--- src/rtl/mips_pkg.sv ---
// Shared encodings, ALU operation set and helpers for the Harvard MIPS32 subset core.
package mips_pkg;

  localparam logic [31:0] DEFAULT_RESET_VECTOR = 32'hBFC0_0000;

  localparam logic [5:0] OP_SPECIAL = 6'h00;
  localparam logic [5:0] OP_J       = 6'h02;
  localparam logic [5:0] OP_JAL     = 6'h03;
  localparam logic [5:0] OP_BEQ     = 6'h04;
  localparam logic [5:0] OP_BNE     = 6'h05;
  localparam logic [5:0] OP_ADDIU   = 6'h09;
  localparam logic [5:0] OP_SLTI    = 6'h0A;
  localparam logic [5:0] OP_SLTIU   = 6'h0B;
  localparam logic [5:0] OP_ANDI    = 6'h0C;
  localparam logic [5:0] OP_ORI     = 6'h0D;
  localparam logic [5:0] OP_XORI    = 6'h0E;
  localparam logic [5:0] OP_LUI     = 6'h0F;
  localparam logic [5:0] OP_LW      = 6'h23;
  localparam logic [5:0] OP_SW      = 6'h2B;

  localparam logic [5:0] F_SLL  = 6'h00;
  localparam logic [5:0] F_SRL  = 6'h02;
  localparam logic [5:0] F_SRA  = 6'h03;
  localparam logic [5:0] F_JR   = 6'h08;
  localparam logic [5:0] F_ADDU = 6'h21;
  localparam logic [5:0] F_SUBU = 6'h23;
  localparam logic [5:0] F_AND  = 6'h24;
  localparam logic [5:0] F_OR   = 6'h25;
  localparam logic [5:0] F_XOR  = 6'h26;
  localparam logic [5:0] F_NOR  = 6'h27;
  localparam logic [5:0] F_SLT  = 6'h2A;
  localparam logic [5:0] F_SLTU = 6'h2B;

  typedef enum logic [3:0] {
    AluAdd, AluSub, AluAnd, AluOr, AluXor, AluNor,
    AluSlt, AluSltu, AluSll, AluSrl, AluSra, AluLui
  } alu_op_e;

  // Bus words carry bytes in the opposite order to register values.
  function automatic logic [31:0] byte_swap32(input logic [31:0] w);
    return {w[7:0], w[15:8], w[23:16], w[31:24]};
  endfunction

endpackage

--- src/rtl/mips_regfile.sv ---
// 32x32 general-purpose register file: two combinational read ports, one write port.
module mips_regfile (
  input  logic        clk,
  input  logic        reset,
  input  logic [4:0]  raddr_a,
  output logic [31:0] rdata_a,
  input  logic [4:0]  raddr_b,
  output logic [31:0] rdata_b,
  input  logic        we,
  input  logic [4:0]  waddr,
  input  logic [31:0] wdata,
  output logic [31:0] v0
);

  logic [31:0] regs_q [32];

  // $0 is never written, so it stays at its reset value of zero.
  always_ff @(posedge clk or negedge reset) begin
    if (!reset) begin
      for (int i = 0; i < 32; i++) begin
        regs_q[i] <= '0;
      end
    end else if (we && (waddr != 5'd0)) begin
      regs_q[waddr] <= wdata;
    end
  end

  assign rdata_a = regs_q[raddr_a];
  assign rdata_b = regs_q[raddr_b];
  assign v0      = regs_q[2];

endmodule

--- src/rtl/mips_harvard_cpu.sv ---
// Single-cycle MIPS32 subset core with separate instruction/data buses and branch delay slots.
module mips_harvard_cpu
  import mips_pkg::*;
#(
  parameter logic [31:0] RESET_VECTOR = DEFAULT_RESET_VECTOR
) (
  input  logic        clk,
  input  logic        reset,
  input  logic        clk_enable,
  output logic        active,
  output logic [31:0] register_v0,
  output logic [31:0] instr_address,
  input  logic [31:0] instr_readdata,
  output logic [31:0] data_address,
  output logic        data_write,
  output logic        data_read,
  output logic [31:0] data_writedata,
  input  logic [31:0] data_readdata
);

  logic [31:0] pc_q, npc_q, npc_d;
  logic        active_q;
  logic        step;

  logic [31:0] instr;
  logic [5:0]  opcode, funct;
  logic [4:0]  rs, rt, rd, shamt;
  logic [15:0] imm;
  logic [25:0] idx;
  logic [31:0] imm_sext, imm_zext;

  assign instr    = byte_swap32(instr_readdata);
  assign opcode   = instr[31:26];
  assign rs       = instr[25:21];
  assign rt       = instr[20:16];
  assign rd       = instr[15:11];
  assign shamt    = instr[10:6];
  assign funct    = instr[5:0];
  assign imm      = instr[15:0];
  assign idx      = instr[25:0];
  assign imm_sext = {{16{imm[15]}}, imm};
  assign imm_zext = {16'h0000, imm};

  assign step = clk_enable & active_q;

  logic [31:0] rs_val, rt_val, v0_val, wb_data;
  logic        rf_we, rf_we_dec;
  logic [4:0]  rf_waddr;

  mips_regfile u_regfile (
    .clk     (clk),
    .reset   (reset),
    .raddr_a (rs),
    .rdata_a (rs_val),
    .raddr_b (rt),
    .rdata_b (rt_val),
    .we      (rf_we),
    .waddr   (rf_waddr),
    .wdata   (wb_data),
    .v0      (v0_val)
  );

  alu_op_e alu_op;
  logic    src_imm, zext_imm;
  logic    is_lw, is_sw, is_beq, is_bne, is_j, is_jal, is_jr;

  always_comb begin
    alu_op    = AluAdd;
    src_imm   = 1'b0;
    zext_imm  = 1'b0;
    rf_we_dec = 1'b0;
    rf_waddr  = rd;
    is_lw     = 1'b0;
    is_sw     = 1'b0;
    is_beq    = 1'b0;
    is_bne    = 1'b0;
    is_j      = 1'b0;
    is_jal    = 1'b0;
    is_jr     = 1'b0;
    case (opcode)
      OP_SPECIAL: begin
        rf_we_dec = 1'b1;
        case (funct)
          F_ADDU:  alu_op = AluAdd;
          F_SUBU:  alu_op = AluSub;
          F_AND:   alu_op = AluAnd;
          F_OR:    alu_op = AluOr;
          F_XOR:   alu_op = AluXor;
          F_NOR:   alu_op = AluNor;
          F_SLT:   alu_op = AluSlt;
          F_SLTU:  alu_op = AluSltu;
          F_SLL:   alu_op = AluSll;
          F_SRL:   alu_op = AluSrl;
          F_SRA:   alu_op = AluSra;
          F_JR: begin
            rf_we_dec = 1'b0;
            is_jr     = 1'b1;
          end
          default: rf_we_dec = 1'b0;
        endcase
      end
      OP_ADDIU: begin src_imm = 1'b1; rf_waddr = rt; rf_we_dec = 1'b1; end
      OP_SLTI:  begin src_imm = 1'b1; rf_waddr = rt; rf_we_dec = 1'b1; alu_op = AluSlt; end
      OP_SLTIU: begin src_imm = 1'b1; rf_waddr = rt; rf_we_dec = 1'b1; alu_op = AluSltu; end
      OP_ANDI: begin
        src_imm = 1'b1; zext_imm = 1'b1; rf_waddr = rt; rf_we_dec = 1'b1; alu_op = AluAnd;
      end
      OP_ORI: begin
        src_imm = 1'b1; zext_imm = 1'b1; rf_waddr = rt; rf_we_dec = 1'b1; alu_op = AluOr;
      end
      OP_XORI: begin
        src_imm = 1'b1; zext_imm = 1'b1; rf_waddr = rt; rf_we_dec = 1'b1; alu_op = AluXor;
      end
      OP_LUI:   begin rf_waddr = rt; rf_we_dec = 1'b1; alu_op = AluLui; end
      OP_LW:    begin rf_waddr = rt; rf_we_dec = 1'b1; is_lw = 1'b1; end
      OP_SW:    is_sw = 1'b1;
      OP_BEQ:   is_beq = 1'b1;
      OP_BNE:   is_bne = 1'b1;
      OP_J:     is_j = 1'b1;
      OP_JAL:   begin rf_waddr = 5'd31; rf_we_dec = 1'b1; is_jal = 1'b1; end
      default:  ;
    endcase
  end

  logic [31:0] op_b, alu_res;
  assign op_b = src_imm ? (zext_imm ? imm_zext : imm_sext) : rt_val;

  always_comb begin
    alu_res = '0;
    case (alu_op)
      AluAdd:  alu_res = rs_val + op_b;
      AluSub:  alu_res = rs_val - op_b;
      AluAnd:  alu_res = rs_val & op_b;
      AluOr:   alu_res = rs_val | op_b;
      AluXor:  alu_res = rs_val ^ op_b;
      AluNor:  alu_res = ~(rs_val | op_b);
      AluSlt:  alu_res = {31'b0, $signed(rs_val) < $signed(op_b)};
      AluSltu: alu_res = {31'b0, rs_val < op_b};
      AluSll:  alu_res = rt_val << shamt;
      AluSrl:  alu_res = rt_val >> shamt;
      AluSra:  alu_res = $signed(rt_val) >>> shamt;
      AluLui:  alu_res = {imm, 16'h0000};
      default: alu_res = '0;
    endcase
  end

  assign wb_data = is_lw  ? byte_swap32(data_readdata) :
                   is_jal ? pc_q + 32'd8 : alu_res;
  assign rf_we   = rf_we_dec & step;

  // Strobes are also masked while reset is held, since the ROM may present a store at the vector.
  assign data_address   = rs_val + imm_sext;
  assign data_writedata = byte_swap32(rt_val);
  assign data_read      = is_lw & step & reset;
  assign data_write     = is_sw & step & reset;

  logic branch_taken;
  assign branch_taken = (is_beq && (rs_val == rt_val)) || (is_bne && (rs_val != rt_val));

  // npc_q is the delay-slot PC; redirects replace the instruction that follows the slot.
  always_comb begin
    npc_d = npc_q + 32'd4;
    if (branch_taken) begin
      npc_d = npc_q + {imm_sext[29:0], 2'b00};
    end else if (is_j || is_jal) begin
      npc_d = {npc_q[31:28], idx, 2'b00};
    end else if (is_jr) begin
      npc_d = rs_val;
    end
  end

  always_ff @(posedge clk or negedge reset) begin
    if (!reset) begin
      pc_q     <= RESET_VECTOR;
      npc_q    <= RESET_VECTOR + 32'd4;
      active_q <= 1'b1;
    end else if (step) begin
      pc_q  <= npc_q;
      npc_q <= npc_d;
      if (npc_q == 32'd0) begin
        active_q <= 1'b0;
      end
    end
  end

  assign instr_address = pc_q;
  assign active        = active_q;
  assign register_v0   = v0_val;

endmodule

--- config.mk ---
export PLATFORM = sky130hd
export DESIGN_NAME = mips_harvard_cpu
export DESIGN_NICKNAME = d
export VERILOG_FILES = /design/src/rtl/mips_pkg.sv /design/src/rtl/mips_regfile.sv /design/src/rtl/mips_harvard_cpu.sv
export SDC_FILE = /design/constraint.sdc
export NUM_CORES = 2
export LEC_CHECK = 0
export BUFFER_PORTS_ARGS = -buffer_cell sky130_fd_sc_hd__buf_2
export CORE_ASPECT_RATIO = 1.1
export CORE_MARGIN = 2
export CORE_UTILIZATION = 40
export CTS_CLUSTER_DIAMETER = 40
export DETAILED_ROUTE_END_ITERATION = 12
export PLACE_DENSITY = 0.65
export SLEW_MARGIN = 10
export SYNTH_ARGS = -nofsm -noshare
export SYNTH_HDL_FRONTEND = slang
export SYNTH_HIERARCHICAL = 1
export SYNTH_SLANG_ARGS = --single-unit
--- constraint.sdc ---
create_clock -name clk -period 6.8 [get_ports clk]
set_clock_uncertainty 0.2 [all_clocks]
set_input_delay 0.68 -clock clk [delete_from_list [all_inputs] [get_ports clk]]
set_output_delay 0.68 -clock clk [all_outputs]
set_load 0.01 [all_outputs]
==> metrics.md <==
| Metric | Value |
|---|---|
| Outcome | `finished, final reports clean` |
| Die width | `around 410 µm` |
| Syn avg cell area | `~10 µm²` |
| Tot Pwr | `just under 20 mW` |
| Io pins | `approximately 200` |
| Hold Slack | `between 0.1 and 0.15 ns` |
| Yosys warning count | `6` |
| Min cycle time layout | `about 6.6 ns` |
| Final Wtd Congestion | `about 1.0` |
| Initial Utilization | `between 40% and 50%` |
| Fin nets | `7,534` |
| Die Area | `approximately 0.19 mm²` |
| Die height | `455 µm` |
| Leakage power | `about 41 nW` |
| Synth Area in Simple Gates | `under 10%` |
| Gr usage total | `30.4%` |
| Synthesized area | `roughly 0.074 mm²` |
| Commonest non-fill, non-tap cell in the layout | `mux2i_1` |
| CTS Sinks | `1,089` |
| H-tree Lvls | `4` |
| Fraction of the mapped netlist area in compound gates | `roughly an eighth` |
| Top cell family by delay on the critical path | `compound AO/OA/AOI/OAI gates` |
| Mux contribution to synthesized area | `approximately a third` |
| Largest family of logic cells by synthesized area | `multiplexers` |
| Max Cap Violations | `0` |
| Placement Setup Slack | `-0.184 ns` |
| Clock Latency Late Sink | `~0.8 ns` |
| Num CTS Buffers | `~150` |
| Remaining Overflow, GRT | `0` |
| DR DRC count | `0` |
| Post-synthesis adder-cell area fraction | `2.92%` |
| First-pass GRT wire length | `about 430,000 µm` |
| Worst setup path start | `instr_readdata[13]` |
| Vias | `around 62,000` |
| Worst EP arrival | `~5.7 ns` |
| Fin. Hold Viols | `0` |
| Post-synth EDFFs | `0` |
| Crit path capture type | `output pin` |
| Seq cells post-synth | `approximately 1,100` |
| WS Path Type | `primary input to output pin` |
| RSZ-0062 raised after global routing | `false` |
| Final wirelength | `approximately 290,000 µm` |
| TritonCTS clock tree | `done` |
| Design Area, Final | `around 0.085 mm²` |
| Cell Pwr Density | `230 mW/mm²` |
| Largest net degree at the start of global routing | `177` |
| Syn Inst Count | `roughly 7,100` |
| Ys async rst share | `between 90% and 100%` |
| PortBufs | `between 150 and 200` |
| 1st-pass router iterations | `6` |
| Worst VDD drop | `between 150 and 200 µV` |
| Critical hold path startpoint | `clk_enable` |
| Final setup margin | `between 0.2 and 0.25 ns` |
| Number of library cell types mapped by synthesis | `102` |
| Tcrit/Tclk final | `a little over nine tenths` |
| Initial antenna violation count | `14` |
| Critical Path, Cell by Cell | `buf_2 -> and2_4 -> buf_12 -> a21oi_1 -> a31oi_2 -> nand3_1 -> buf_12 -> ha_1 -> a21o_1 -> a21o_1 -> a2111oi_0 -> o211ai_1 -> a311o_1 -> o2111ai_2 -> and4_1 -> nor4_1 -> nand3b_1 -> buf_2` |
| Via density | `6.27` |
| DRT iter0 DRCs | `approximately 6,600` |
| Area delta synth->final | `15.5%` |
| Reg2Reg Launch Point | `u_regfile/v0[6]$_DFFE_PN0P_` |
| Core ar. | `0.184 mm²` |
| Post-DP HPWL | `slightly above 200,000 µm` |
| Clk buf depth | `3` |
| Max Clk Rate | `between 150 and 200 MHz` |
| Buf/Inv on CP | `4` |
| CP Launch Type | `primary input` |
| Placed cell areas | `0.0800 mm²` |
| Rel. slew slack | `~16%` |
| Fillers | `about 17,000` |
| Final setup violation count | `0` |
| Most used DFF post-synth | `dfrtp_1` |
| Critical path's largest stage delay | `roughly 0.42 ns` |
| Worst slew pin tran | `about 1.3 ns` |
| Clock transition at the registers of the reported paths | `about 0.050 ns` |
| Post-synth top area share | `36.2%` |
| Number of nets with antenna violations after routing | `0` |
| HP Class | `primary input to flop` |
| Vias in the first global route | `~62,000` |
| Wire length per cell | `29.6 µm` |
| Largest cells by area after synthesis | `dfrtp_1 36%, mux2_2 15%, mux2i_1 15%, ha_1 2.8%, a21oi_1 2.5%` |
| Synth Net Count | `around 7,300` |
| Seq/Total Area, Yosys | `a little under two fifths` |
| Post-Synth XOR/XNOR Area | `about 1.7%` |
| Setup tns final | `0 ns` |
| Largest area contributor in the netlist | `dfrtp_1` |
| Num rows | `around 170` |
| Slew Limit Fails | `0` |
| Layout cells sized above 1 | `just under 30%` |
| Most frequent cells in the layout | `1,100 x mux2i_1, 1,068 x dfrtp_1, 1,002 x mux2_2, 447 x buf_4, 415 x nand2_1` |
| CP max stage cell | `a2111oi_0` |
| CP max FO | `51` |
| Root Driver | `clkbuf_16` |
| Worst EP required | `5.92 ns` |
## timing repair
action / CTS / global route
pin swaps: 0 / 1
endpoints found under the hold margin: 106 / 0
hold buffers: 1 / 0
setup endpoints to repair: 3 / 3
resized for setup: 1 / 8
buffers inserted: 0 / 2
## stage by stage
stage	utilization [%]	cells
global route	46.5	9845
finish	46.5	9851
global placement	43.5	9561
detailed placement	43.5	9561
floorplan	-	7094
CTS	46.4	9842
## report_power, final
part	switching (mW)	total [mW]	internal (mW)
sequential	0	6.48	6.48
clock	3.30	8.25	4.95
combinational	3.23	4.93	1.70
## worst reg2reg max path, stage by stage, from the launching register on
cell	delay, ns
dfrtp_1	0.43
mux2i_1	0.10
a22o_1	0.23
nor3_1	0.40
a31oi_1	0.18
buf_4	0.19
nand3_1	0.21
mux2_2	0.25
inv_1	0.06
ha_1	0.41
o21a_1	0.20
o21ai_0	0.08
a31oi_1	0.25
o21ai_2	0.15
o41ai_1	0.63
buf_4	0.26
a31o_2	0.24
a41oi_1	0.22
xnor2_1	0.19
a2111oi_0	0.40
buf_4	0.18
a21oi_2	0.10
buf_12	0.21
mux2_2	0.29
## final cells by class
class	count	area (µm²)	area share (%)
Multi-Input combinational cell	5185	43000	50.3
Sequential cell	1089	27300	31.9
Timing Repair Buffer	741	6320	7.40
Clock buffer	182	4120	4.82
Tap cell	2421	3030	3.55
Clock inverter	98	1170	1.38
Inverter	128	480	0.563
Antenna cell	7	17.5	0.0205
## flip-flops by register name, summed over array words and instances, names as in the netlist
name,count
u_regfile/v0,32
u_regfile/regs_q,992
npc_q,32
instr_address,32
active,1
## logic make-up after synthesis
family	after synthesis
muxes	2181
adders and majority gates	170
and+or+nand+nor	1302
AOI/OAI and AO/OA	1390
xor gates and xnor gates	142
DFF	1089
buffers and inverters	820
## routing by layer
metal	up-vias	share of wire (%)	GRT usage, %
met1	31400	41	39.2
li1	26600	-	-
met3	799	7.7	6.01
met5	-	0.037	0
met4	16	6.5	17.7
met2	2962	45	47.5
## worst paths after layout
| path | to | slack, ns | depth (start not counted) |
|---|---|---|---|
| max reg2reg | u_regfile/regs_q[925]$_DFFE_PN0P_ | 0.63 | 23 |
| min in group asynchronous | u_regfile/regs_q[922]$_DFFE_PN0P_ | 0.13 | 2 |
| min | active$_DFFE_PN1P_ | 0.10 | 3 |
| max in group asynchronous | u_regfile/regs_q[1012]$_DFFE_PN0P_ | 4.11 | 4 |
| max | data_address[30] | 0.24 | 18 |
| min reg2reg | u_regfile/regs_q[1022]$_DFFE_PN0P_ | 0.20 | 0 |
## Yosys cell counts, types with 96 or more instances
master,number
inv_1,125
nand2_1,433
a31oi_1,96
a22oi_1,203
mux2i_1,1100
o21ai_0,181
a22o_1,144
buf_4,101
ha_1,166
mux2_2,1002
nor2_1,266
dfrtp_1,1069
buf_2,134
xnor2_1,106
nor3_1,116
nand3_1,249
a21oi_1,371
clkbuf_1,372
(Power assumes the default switching activity.)
